File: src/rtl/rom_stream_reader.sv
// Streams LENGTH consecutive ROM words from START_ADDR to a valid/ready consumer through a credit-limited skid FIFO.
// Optional build macro CHECKSUM_EN adds a running mod-2^DATA_WIDTH checksum output of accepted words.
module rom_stream_reader #(
    parameter int DATA_WIDTH = 8,
    parameter int ADDR_WIDTH = 7,
    parameter int FIFO_DEPTH = 4
) (
    input  logic                  clk0,
    input  logic                  rst0,
    input  logic                  start,
    input  logic [ADDR_WIDTH-1:0] start_addr,
    input  logic [ADDR_WIDTH:0]   length,
    output logic                  busy,
    output logic                  done,
    output logic                  rom_csb0,
    output logic [ADDR_WIDTH-1:0] rom_addr0,
    input  logic [DATA_WIDTH-1:0] rom_dout0,
    output logic                  m_valid,
    input  logic                  m_ready,
    output logic [DATA_WIDTH-1:0] m_data,
`ifdef CHECKSUM_EN
    output logic [DATA_WIDTH-1:0] checksum,
`endif
    output logic                  m_last
);

    localparam int PTR_W = $clog2(FIFO_DEPTH);
    localparam int CW    = PTR_W + 2;
    localparam int LW    = ADDR_WIDTH + 1;

    typedef enum logic [1:0] {S_IDLE, S_READ, S_DRAIN} state_e;

    state_e state_q, state_d;

    logic [LW-1:0]         len_q, len_d;
    logic [LW-1:0]         issued_q, issued_d;
    logic [ADDR_WIDTH-1:0] addr_q, addr_d;
    logic [ADDR_WIDTH-1:0] raddr_q, raddr_d;
    logic                  csb_q, csb_d;
    logic                  req_last_q, req_last_d;
    logic                  cap_q, cap_d;
    logic                  cap_last_q, cap_last_d;
    logic                  done_q, done_d;

    logic [PTR_W-1:0]      wr_ptr_q, wr_ptr_d;
    logic [PTR_W-1:0]      rd_ptr_q, rd_ptr_d;
    logic [PTR_W:0]        count_q, count_d;
    logic [DATA_WIDTH-1:0] fifo_dat_q [FIFO_DEPTH];
    logic [FIFO_DEPTH-1:0] fifo_last_q;

    logic                  start_acc;
    logic                  issue;
    logic                  push;
    logic                  pop;
    logic                  last_pop;
    logic                  head_last;
    logic [CW-1:0]         credit_sum;

    assign head_last = fifo_last_q[rd_ptr_q];
    assign m_valid   = (count_q != '0);
    assign m_data    = m_valid ? fifo_dat_q[rd_ptr_q] : '0;
    assign m_last    = m_valid & head_last;
    assign rom_csb0  = csb_q;
    assign rom_addr0 = raddr_q;
    assign done      = done_q;

    // Credit covers the word on the ROM bus and the word the ROM is returning.
    assign credit_sum = CW'(count_q) + CW'(!csb_q) + CW'(cap_q);

    always_ff @(posedge clk0) begin
        if (rst0) begin
            state_q <= S_IDLE;
        end else begin
            state_q <= state_d;
        end
    end

    always_comb begin
        state_d = state_q;
        case (state_q)
            S_IDLE:  if (start && (length != '0)) state_d = S_READ;
            S_READ:  if (issue && ((issued_q + LW'(1)) == len_q)) state_d = S_DRAIN;
            S_DRAIN: if (last_pop) state_d = S_IDLE;
            default: state_d = S_IDLE;
        endcase
    end

    always_comb begin
        busy      = (state_q != S_IDLE);
        start_acc = (state_q == S_IDLE) && start;
        issue     = (state_q == S_READ) && (issued_q != len_q) &&
                    (credit_sum < CW'(FIFO_DEPTH));
        push      = cap_q;
        pop       = m_valid && m_ready;
        last_pop  = pop && head_last;

        len_d      = start_acc ? length : len_q;
        addr_d     = addr_q;
        issued_d   = issued_q;
        if (start_acc) begin
            addr_d   = start_addr;
            issued_d = '0;
        end else if (issue) begin
            addr_d   = addr_q + ADDR_WIDTH'(1);
            issued_d = issued_q + LW'(1);
        end
        csb_d      = !issue;
        raddr_d    = issue ? addr_q : raddr_q;
        req_last_d = issue && (issued_q == (len_q - LW'(1)));
        cap_d      = !csb_q;
        cap_last_d = req_last_q;
        done_d     = (start_acc && (length == '0)) || (busy && last_pop);

        wr_ptr_d = push ? wr_ptr_q + PTR_W'(1) : wr_ptr_q;
        rd_ptr_d = pop  ? rd_ptr_q + PTR_W'(1) : rd_ptr_q;
        count_d  = count_q;
        if (push && !pop) begin
            count_d = count_q + (PTR_W+1)'(1);
        end else if (pop && !push) begin
            count_d = count_q - (PTR_W+1)'(1);
        end
    end

    always_ff @(posedge clk0) begin
        if (rst0) begin
            len_q      <= '0;
            issued_q   <= '0;
            addr_q     <= '0;
            raddr_q    <= '0;
            csb_q      <= 1'b1;
            req_last_q <= 1'b0;
            cap_q      <= 1'b0;
            cap_last_q <= 1'b0;
            done_q     <= 1'b0;
            wr_ptr_q   <= '0;
            rd_ptr_q   <= '0;
            count_q    <= '0;
        end else begin
            len_q      <= len_d;
            issued_q   <= issued_d;
            addr_q     <= addr_d;
            raddr_q    <= raddr_d;
            csb_q      <= csb_d;
            req_last_q <= req_last_d;
            cap_q      <= cap_d;
            cap_last_q <= cap_last_d;
            done_q     <= done_d;
            wr_ptr_q   <= wr_ptr_d;
            rd_ptr_q   <= rd_ptr_d;
            count_q    <= count_d;
        end
    end

    // Storage needs no reset: m_data is masked while the FIFO is empty.
    always_ff @(posedge clk0) begin
        if (push) begin
            fifo_dat_q[wr_ptr_q]  <= rom_dout0;
            fifo_last_q[wr_ptr_q] <= cap_last_q;
        end
    end

`ifdef CHECKSUM_EN
    logic [DATA_WIDTH-1:0] sum_q, sum_d;

    always_comb begin
        sum_d = sum_q;
        if (start_acc) begin
            sum_d = '0;
        end else if (pop) begin
            sum_d = sum_q + m_data;
        end
    end

    always_ff @(posedge clk0) begin
        if (rst0) begin
            sum_q <= '0;
        end else begin
            sum_q <= sum_d;
        end
    end

    assign checksum = sum_q;
`endif

endmodule
File: config.mk
export PLATFORM = sky130hd
export DESIGN_NAME = rom_stream_reader
export DESIGN_NICKNAME = d
export VERILOG_FILES = /design/src/rtl/rom_stream_reader.sv
export SDC_FILE = /design/constraint.sdc
export NUM_CORES = 1
export LEC_CHECK = 0
export BUFFER_PORTS_ARGS = -buffer_cell sky130_fd_sc_hd__clkbuf_2
export CAP_MARGIN = 15
export CELL_PAD_IN_SITES_DETAIL_PLACEMENT = 1
export CELL_PAD_IN_SITES_GLOBAL_PLACEMENT = 1
export CORE_MARGIN = 3
export CORE_UTILIZATION = 50
export CTS_BUF_LIST = sky130_fd_sc_hd__clkbuf_4
export DETAILED_ROUTE_END_ITERATION = 10
export GPL_TIMING_DRIVEN = 0
export HOLD_SLACK_MARGIN = 0.02
export MAX_ROUTING_LAYER = met4
export PLACE_DENSITY_LB_ADDON = 0.1
export RECOVER_POWER = 100
export SLEW_MARGIN = 20
export SYNTH_ARGS = -nofsm -noshare
export SYNTH_HDL_FRONTEND = slang
export SYNTH_SLANG_ARGS = --single-unit
File: constraint.sdc
create_clock -name clk0 -period 3.57 [get_ports clk0]
set_input_delay 0.357 -clock clk0 [delete_from_list [all_inputs] [get_ports clk0]]
set_output_delay 0.357 -clock clk0 [all_outputs]
set_load 0.01 [all_outputs]
* Word-level counts from Yosys, hierarchy flattened
Memories as Yosys holds them, arrays and structs flattened. A register that Yosys moved wholly into a read port is not among the register bits.
Cells that the tools add are included.
** Operators by class
- $add $sub $neg :: 9
- $lt $le $gt $ge :: 4
- Eq/ne operators :: 8
- Muxes and demuxes :: 18
- Bitwise operators :: 1
- Reductions and logical operators :: 27
** Operator list (count)
- == test 8 bit :: 2
- 2-to-1 mux 7 bit :: 2
- logical AND 1 bit :: 13
- 2-to-1 mux 2 bit :: 5
- adder 8 x 1 -> 8 bit, second input constant :: 1
- zero test 8 bit :: 1
- 2-to-1 mux 8 bit :: 1
- inequality test 8 bit :: 1
- nonzero test 8 bit :: 1
- subtractor 8 x 1 -> 8 bit, second input constant :: 1
- adder 7 x 1 -> 7 bit, second input constant :: 1
- less-than comparator 2 x 3 -> 1 bit, second input constant :: 2
- 2-to-1 mux 3 bit :: 2
- inequality test 2 bit, second input constant :: 3
- case mux 2 bit (3 select lines) :: 1
- nonzero test 2 bit :: 3
- adder 2 x 1 -> 2 bit, second input constant :: 2
- adder 3 x 1 -> 4 bit :: 1
- adder 4 x 1 -> 4 bit :: 1
- bitwise mux 4 bit :: 1
- zero test 1 bit :: 4
- less-than comparator 4 x 3 -> 1 bit, second input constant :: 1
- 2-to-1 mux 1 bit :: 4
- adder 3 x 1 -> 3 bit, second input constant :: 1
- other kinds (12) :: 12
** Storage, ports and cells
- Register bits :: 48
- Memory bits (writable) :: 32
- Input port bits :: 27
- Output and inout port bits :: 20
- Logic and storage cells :: 82
- Memories :: 1
** Memories
- fifo_dat_q :: words 4, bits a word 8, rd ports 1, clocked after Yosys merged registers in 1, write ports 1, line 48 : logic [DATA_WIDTH-1:0] fifo_dat_q [FIFO_DEPTH];

* Logic depth before layout (Yosys ltp)
Gate-level depths: netlist of run 1.
- Word-level depth :: 8
- Depth in mapped cells :: 8
- Depth with buffers taken out :: 8

* Least setup slack after synthesis of run 1
OpenSTA, ideal clock, no wires.
- Kind :: register to register
- Start point :: reg count_q[0]
- End point :: reg count_q[2]
- Library setup time :: 70 ps
- Arrival time :: 1993 ps
- Required time :: 3500 ps
- Path slack :: 1506 ps
- Stages on the path, launching flop included :: 9
- Buffers on the path :: 0
- Period minus slack after synthesis :: 2064 ps
- Path through :: dfxtp_1 or3_1 nand2_1 ha_1 inv_1 fa_1 xor2_1 or3_1 a21oi_1
** Between the ends
- Cells in the longest elaborated chain, start to end :: 5
- Elaborated cells on any way between the ends :: 10
- Classes of those cells :: add/sub (2); mux (2); reduce/logical (6)
** Ends and longest elaborated chain
- from (decl) :: line 47 : logic [PTR_W:0] count_q, count_d;
- from (signal assigned) :: line 150 : count_q <= count_d;
- branches (longest 5 deep; another with subtractor 3 x 1 -> 3 bit)
Parallel ways; which one is timed is not known. The select of a mux whose other input is x is not followed.
A chain may end at the register's enable or synchronous reset.

* Final worst setup path of run 1
- Start point :: reg issued_q[1]
- End point :: reg raddr_q[1] (netlist: rom_addr0[1])
** Between the ends
- Cells in the longest elaborated chain, start to end :: 3
** Ends and longest elaborated chain
- from (decl) :: line 36 : logic [LW-1:0] issued_q, issued_d;
- from (signal assigned) :: line 140 : issued_q <= issued_d;
- inequality test 8 bit :: line 91 : issue = (state_q == S_READ) && (issued_q != len_q) &&
- logical AND 1 bit (2 in series) :: line 91
- to (signal assigned) :: line 142 : raddr_q <= raddr_d;
- to (decl) :: line 38 : logic [ADDR_WIDTH-1:0] raddr_q, raddr_d;
Every way passes these cells.

==> results_dict.tcl, run 1 <==
set metrics [dict create \
    clockPowerShare 0.236 \
    start_util 0.5328 \
    ys_ff_latch 82 \
    cts_root_buffer "clkbuf_4" \
    drv_slew 0 \
    critPathLaunch "issued_q[1]" \
    die_x_um 92.72 \
    syn-num-nets 378 \
    vias_per_cell 5.543 \
    cap_violations 0 \
    vias 2766 \
    synth.distinct_cells 47 \
    place.gp.congestion 0.8319 \
    rsz0062_at_grt "no" \
    die-height_um 92.72 \
    insertion_delay_ns 0.43 \
    htree_levels 3 \
    met2_usage 0.4091 \
    hp-class "in2reg" \
    fillers 818 \
    drt-pass1-iter-count 4 \
    clock-sinks 82 \
    pin_count 47 \
    grtUsageMet1 0.2659 \
    drt_iter0_drc 101 \
    dp_hpwl_mm 6.742 \
    cts_buffer_depth 2 \
    fin_crit_ns 2.733 \
    grt_pass1_vias 2940 \
    max_freq_mhz 365.9 \
    switching_share 0.3388 \
    cp-end-kind "flop" \
    postSynth.asyncResetShare 0 \
    tns_ns 0 \
    post_cts_resized 0 \
    grt.met3_usage 0.04630 \
    fin_crit_sh 0.7655 \
    final_common_cell "dfxtp_1" \
    internal-power_uw 1417 \
    crit_arrival_ns 3.05 \
    setup_violations 0 \
    top_usage_layer "met2" \
    ir_worst_vdd_uv 281.7 \
    tightestPinTransition_ns 0.7020 \
    grt_pass1_wl_mm 14.74 \
    antenna_found_initial 0 \
    place_inst 483 \
    area_growth_syn_to_layout_pct 11.65 \
    path_clk_slew_ns 0.14 \
    fin_cells 499 \
    core_sq_um 7057 \
    cpPeakStageDelay_ns 0.56 \
    layout.nets 435 \
    hold_violations 0 \
    antenna_left 0 \
    avgSynthCellArea_sq_um 11.03 \
    overflow 0 \
    crit_top_cell "clkbuf_1" \
    crit_chain "clkbuf_1, xnor2_1, nand4b_1, o211ai_1, clkbuf_1, buf_4, mux2i_1, nor2_1" \
    std_cell_rows 30 \
    grt_start_max_net_pins 17 \
    fin_ws_ns 0.8373 \
    startpoint_type "flop" \
    final_cell_mix "dfxtp_1, clkbuf_1, nor2_1, edfxtp_1, nand2_1" \
    hold_buffers 0 \
    wl_mm 8.892 \
    port_buffers 46 \
    cts_tree "built" \
    worstReg2RegStart "issued_q[1]" \
    drc 0 \
    dieArea_sq_um 8596 \
    status "finished, final reports clean" \
    maxSlewHeadroom 0.5320 \
    final_core_util 0.5949 \
    slowest_stage "o211ai_1" \
    p_sw_uw 726.1 \
    hold_start "length[7]" \
    track_usage 0.2285 \
    design_area_sq_um 4198 \
    crit_fanout 10 \
    cts_buffers 9 \
    seq_area_frac_synth 0.5324 \
    leakagePower_uw 0.001511 \
    seq_power_share 0.506 \
    power.share.combinational 0.258 \
    drive_above_1_share 0.1315 \
    power_density_nw_per_um2 510.5 \
    wire_per_inst_um 17.82 \
    synth_area_sq_um 3760 \
    post_cts_buffers 0 \
    placed_area_sq_um 4110 \
    diodes 0 \
    crit_type "reg2reg" \
    skew_ns 0.01243 \
    dp_slack_ns 1.191 \
    synthCells 341 \
    synth_ff_type "dfxtp_1" \
    yosysWarnings 0 \
    cp_data_required_time_ns 3.89 \
    synth_edf_count 36 \
]
## worst max-delay path: cells and delay by family (launching register included)
kind,cells,cell delay (ns)
buf+inv,3,1.12
simple gates,2,0.18
flops,1,0.35
xor+xnor,1,0.17
mux,1,0.24
compound gates,1,0.56
## kinds of logic after synthesis
kind of cell    after synthesis  share of synthesized area
compound gates               47                    0.07687
xor+xnor                     28                    0.06922
fa+ha+maj                    10                    0.03528
buf+inv                      29                    0.03195
flops                        82                     0.5324
mux                          21                    0.08586
simple gates                124                     0.1684
## area by class of cell
cell class              instances  area (sq um)  share of cell area
multi-input cells             230          1633              0.3890
flip-flops and latches         82          2002              0.4769
clock buffers                   9         67.56             0.01610
plain buffers                  20         83.83             0.01997
clock inverters                 7         58.81             0.01401
well taps                      96         120.1             0.02861
repair buffers                 46         198.9             0.04739
inverters                       9         33.78            0.008048
## routing by layer
layer / vias up / share of wire
met5: - / 0
met2: 40 / 0.53
met4: 0 / 0.0088
met3: 6 / 0.027
met1: 1387 / 0.43
li1: 1333 / -
## registers in the layout (all words and copies together) (netlist names), named ones only
name         count
cap_last_q       1
rom_addr0        7
len_q            8
rd_ptr_q         2
done             1
fifo_last_q      4
cap_q            1
cap_last_d       1
fifo_dat_q      32
state_q          2
rom_csb0         1
issued_q         8
count_q          3
addr_q           7
wr_ptr_q         2
## synthesized netlist by cell type (5+ instances only)
master,n,share of area
dfxtp_1,46,0.24
edfxtp_1,36,0.29
nor2_1,36,0.036
nand2_1,23,0.023
a21oi_1,20,0.027
and2_1,15,0.025
xnor2_1,13,0.030
xor2_1,13,0.030
mux2i_1,12,0.032
clkbuf_1,11,0.011
or3_1,11,0.018
ha_1,9,0.030
inv_1,9,0.0090
mux4_2,9,0.054
nand3_1,9,0.012
o21ai_0,7,0.0093
buf_2,6,0.0080
nor3_1,5,0.0067
o21ai_1,5,0.0067
## power by group through the flow
stage	Clock [uW]	Combinational (uW)	Sequential [uW]
after floorplan	0	383	1090
after global placement	0	544	1100
after detailed placement	0	576	1110
after CTS	524	580	1090
after global routing	561	614	1090
final	506	552	1090
## through the flow
stage | power (uW) | hold WS (ns)
after floorplan | 1474 | 0.4138
after global placement | 1647 | 0.4207
after detailed placement | 1683 | 0.4349
after CTS | 2190 | 0.1145
after global routing | 2269 | 0.1363
final | 2143 | 0.1624
## path summary, 6_finish.rpt
kind | end | slack (ns) | depth (start not counted)
setup reg to reg | rom_addr0[1] | 0.84 | 8
hold reg to reg | cap_last_q | 0.45 | 1
setup / recovery | rom_addr0[1] | 0.84 | 8
hold / removal | len_q[7] | 0.16 | 3
No activity file was read; power rests on OpenSTA's default activity.
==> run 2, diff against run 1 <==
ABC_AREA = 1   (was unset)
CORE_UTILIZATION = 41   (was 50)
clock period = 2.5 ns   (was 3.57 ns; I/O delays follow)
==> results_dict.tcl, run 2 <==
set metrics [dict create \
    startpoint_type "flop" \
    reg_top3 "fifo_dat_q x32, issued_q x8, len_q x8" \
    final_core_util 0.4828 \
    seq_power_share 0.454 \
    final_cell_mix "nand2_1, nor2_1, inv_1" \
    layout.nets 560 \
    ys_top_cells_by_count "nand2_1, nor2_1, inv_1, o21ai_0, dfxtp_1" \
    power_uw 3613 \
    cts_buffer_depth 2 \
    start_util 0.4305 \
    clock-sinks 82 \
    yosysWarnings 0 \
    vias_per_cell 5.131 \
    synth_ff_type "dfxtp_1" \
    status "finished, final reports clean" \
    switching_share 0.3831 \
    largest_reg_flops 32 \
    fin_crit_ns 2.272 \
    cts_root_buffer "clkbuf_4" \
    insertion_delay_ns 0.42 \
    diodes 0 \
    hold_violations 0 \
    track_usage 0.1975 \
    die-height_um 102.9 \
    yosysMostFrequentCell "nand2_1" \
    internal-power_uw 2229 \
    synth_area_sq_um 3846 \
    avgSynthCellArea_sq_um 8.289 \
    power_density_nw_per_um2 837.7 \
    fin_ws_ns 0.2276 \
    dp_hpwl_mm 7.364 \
    synth.distinct_cells 36 \
    std_cell_rows 34 \
    leakagePower_uw 0.001760 \
    grt_start_max_net_pins 15 \
    cp_data_required_time_ns 2.25 \
    synth_edf_count 36 \
    ir_worst_vdd_uv 287.1 \
    path_clk_slew_ns 0.14 \
    max_freq_mhz 440.1 \
    postSynth.asyncResetShare 0 \
    die_x_um 102.9 \
    synth.area.top_cells "edfxtp_1, dfxtp_1, nand2_1, nor2_1, o21ai_0" \
    grt_pass1_wl_mm 15.59 \
    grt_pass1_vias 3221 \
    seq_area_frac_synth 0.5205 \
    area_growth_syn_to_layout_pct 12.13 \
    dieArea_sq_um 10580 \
    largest-register "fifo_dat_q" \
    hold_buffers 2 \
    post_cts_resized 0 \
    place_inst 617 \
    core_sq_um 8934 \
    tightestPinTransition_ns 0.5546 \
    clockPowerShare 0.220 \
    power.share.combinational 0.325 \
    yosys.area.top_type "edfxtp_1" \
    cap_violations 0 \
    drv_slew 0 \
    cts_buffers 9 \
    hp-class "in2reg" \
    skew_ns 0.01442 \
    fin_crit_sh 0.9090 \
    vias 3263 \
    htree_levels 3 \
    synthCells 464 \
    port_buffers 45 \
    drive_above_1_share 0.08712 \
    crit_type "reg2out" \
    rsz0062_at_grt "no" \
    maxSlewHeadroom 0.6289 \
    tns_ns 0 \
    netlist.area_leader.share 0.2811 \
    fin_cells 636 \
    wire_per_inst_um 15.39 \
    dp_slack_ns 0.4667 \
    setup_violations 0 \
    drt-pass1-iter-count 4 \
    ys_ff_latch 82 \
    final_common_cell "nand2_1" \
    fillers 1113 \
    antenna_found_initial 0 \
    antenna_left 0 \
    cp-end-kind "output port" \
    syn-num-nets 501 \
    crit_fanout 9 \
    drt_iter0_drc 124 \
    overflow 0 \
    drc 0 \
    crit_arrival_ns 2.02 \
    pin_count 47 \
    place.gp.congestion 0.8236 \
    wl_mm 9.785 \
    post_cts_buffers 0 \
    cts_tree "built" \
    p_sw_uw 1384 \
]
-- run 2: per-stage QoR --
step,instance area [sq um],hold slack [ns]
2_1_floorplan,3846,0.3489
3_3_place_gp,4207,0.3988
3_5_place_dp,4207,0.4399
4_1_cts,4368,0.02007
5_1_grt,4313,0.05049
6_report,4313,0.06531
-- run 2: kinds of logic (layout without fill, tap and decap cells) --
family | Yosys count | after routing | synth area share
fa+ha+maj | 10 | 10 | 0.03448
buf+inv | 71 | 135 | 0.07612
compound gates | 104 | 104 | 0.1448
simple gates | 189 | 189 | 0.2059
xor+xnor | 8 | 8 | 0.01822
flops | 82 | 82 | 0.5205
-- run 2: final timing paths --
| kind | startpoint | cells after the start | endpoint | slack (ns) |
|---|---|---|---|---|
| worst min register to register | cap_last_d | 2 | cap_last_q | 0.45 |
| worst max register to register | cap_q | 9 | addr_q[2] | 0.36 |
| worst max-delay path | flop | 6 | m_data[3] | 0.23 |
| worst min-delay path | start_addr[4] | 3 | addr_q[4] | 0.07 |
-- run 2: final cells by class --
cell class / instances / area, sq um / area share
plain buffers: 13 / 60.06 / 0.01393
clock buffers: 10 / 75.07 / 0.01741
clock inverters: 6 / 66.31 / 0.01538
inverters: 58 / 220.2 / 0.05106
multi-input cells: 311 / 1533 / 0.3554
flip-flops and latches: 82 / 2002 / 0.4642
well taps: 108 / 135.1 / 0.03133
repair buffers: 48 / 221.5 / 0.05135
-- run 2: power groups by stage --
stage / Combinational [uW] / Clock (uW) / Sequential, uW
detailed placement: 1250 / 0 / 1680
global placement: 1220 / 0 / 1670
CTS: 1260 / 824 / 1650
finish: 1170 / 796 / 1640
floorplan: 815 / 0 / 1660
global route: 1340 / 876 / 1660
-- run 2: per-layer routing --
layer,routed length (um),part of all wire,GRT usage,up-vias
met5,0,0,-,-
met4,165,0.017,0.06673,0
met3,267,0.027,0.02571,14
met2,4915,0.50,0.3396,52
met1,4436,0.45,0.2398,1548
li1,-,-,-,1649
-- run 2: worst max-delay path, stage by stage (launching register included) --
cell and delay, ns:
dfxtp_1 0.33, buf_1 0.38, inv_1 0.28, nor2_1 0.15, o21ai_0 0.09, a21oi_1 0.18
clkbuf_1 0.18
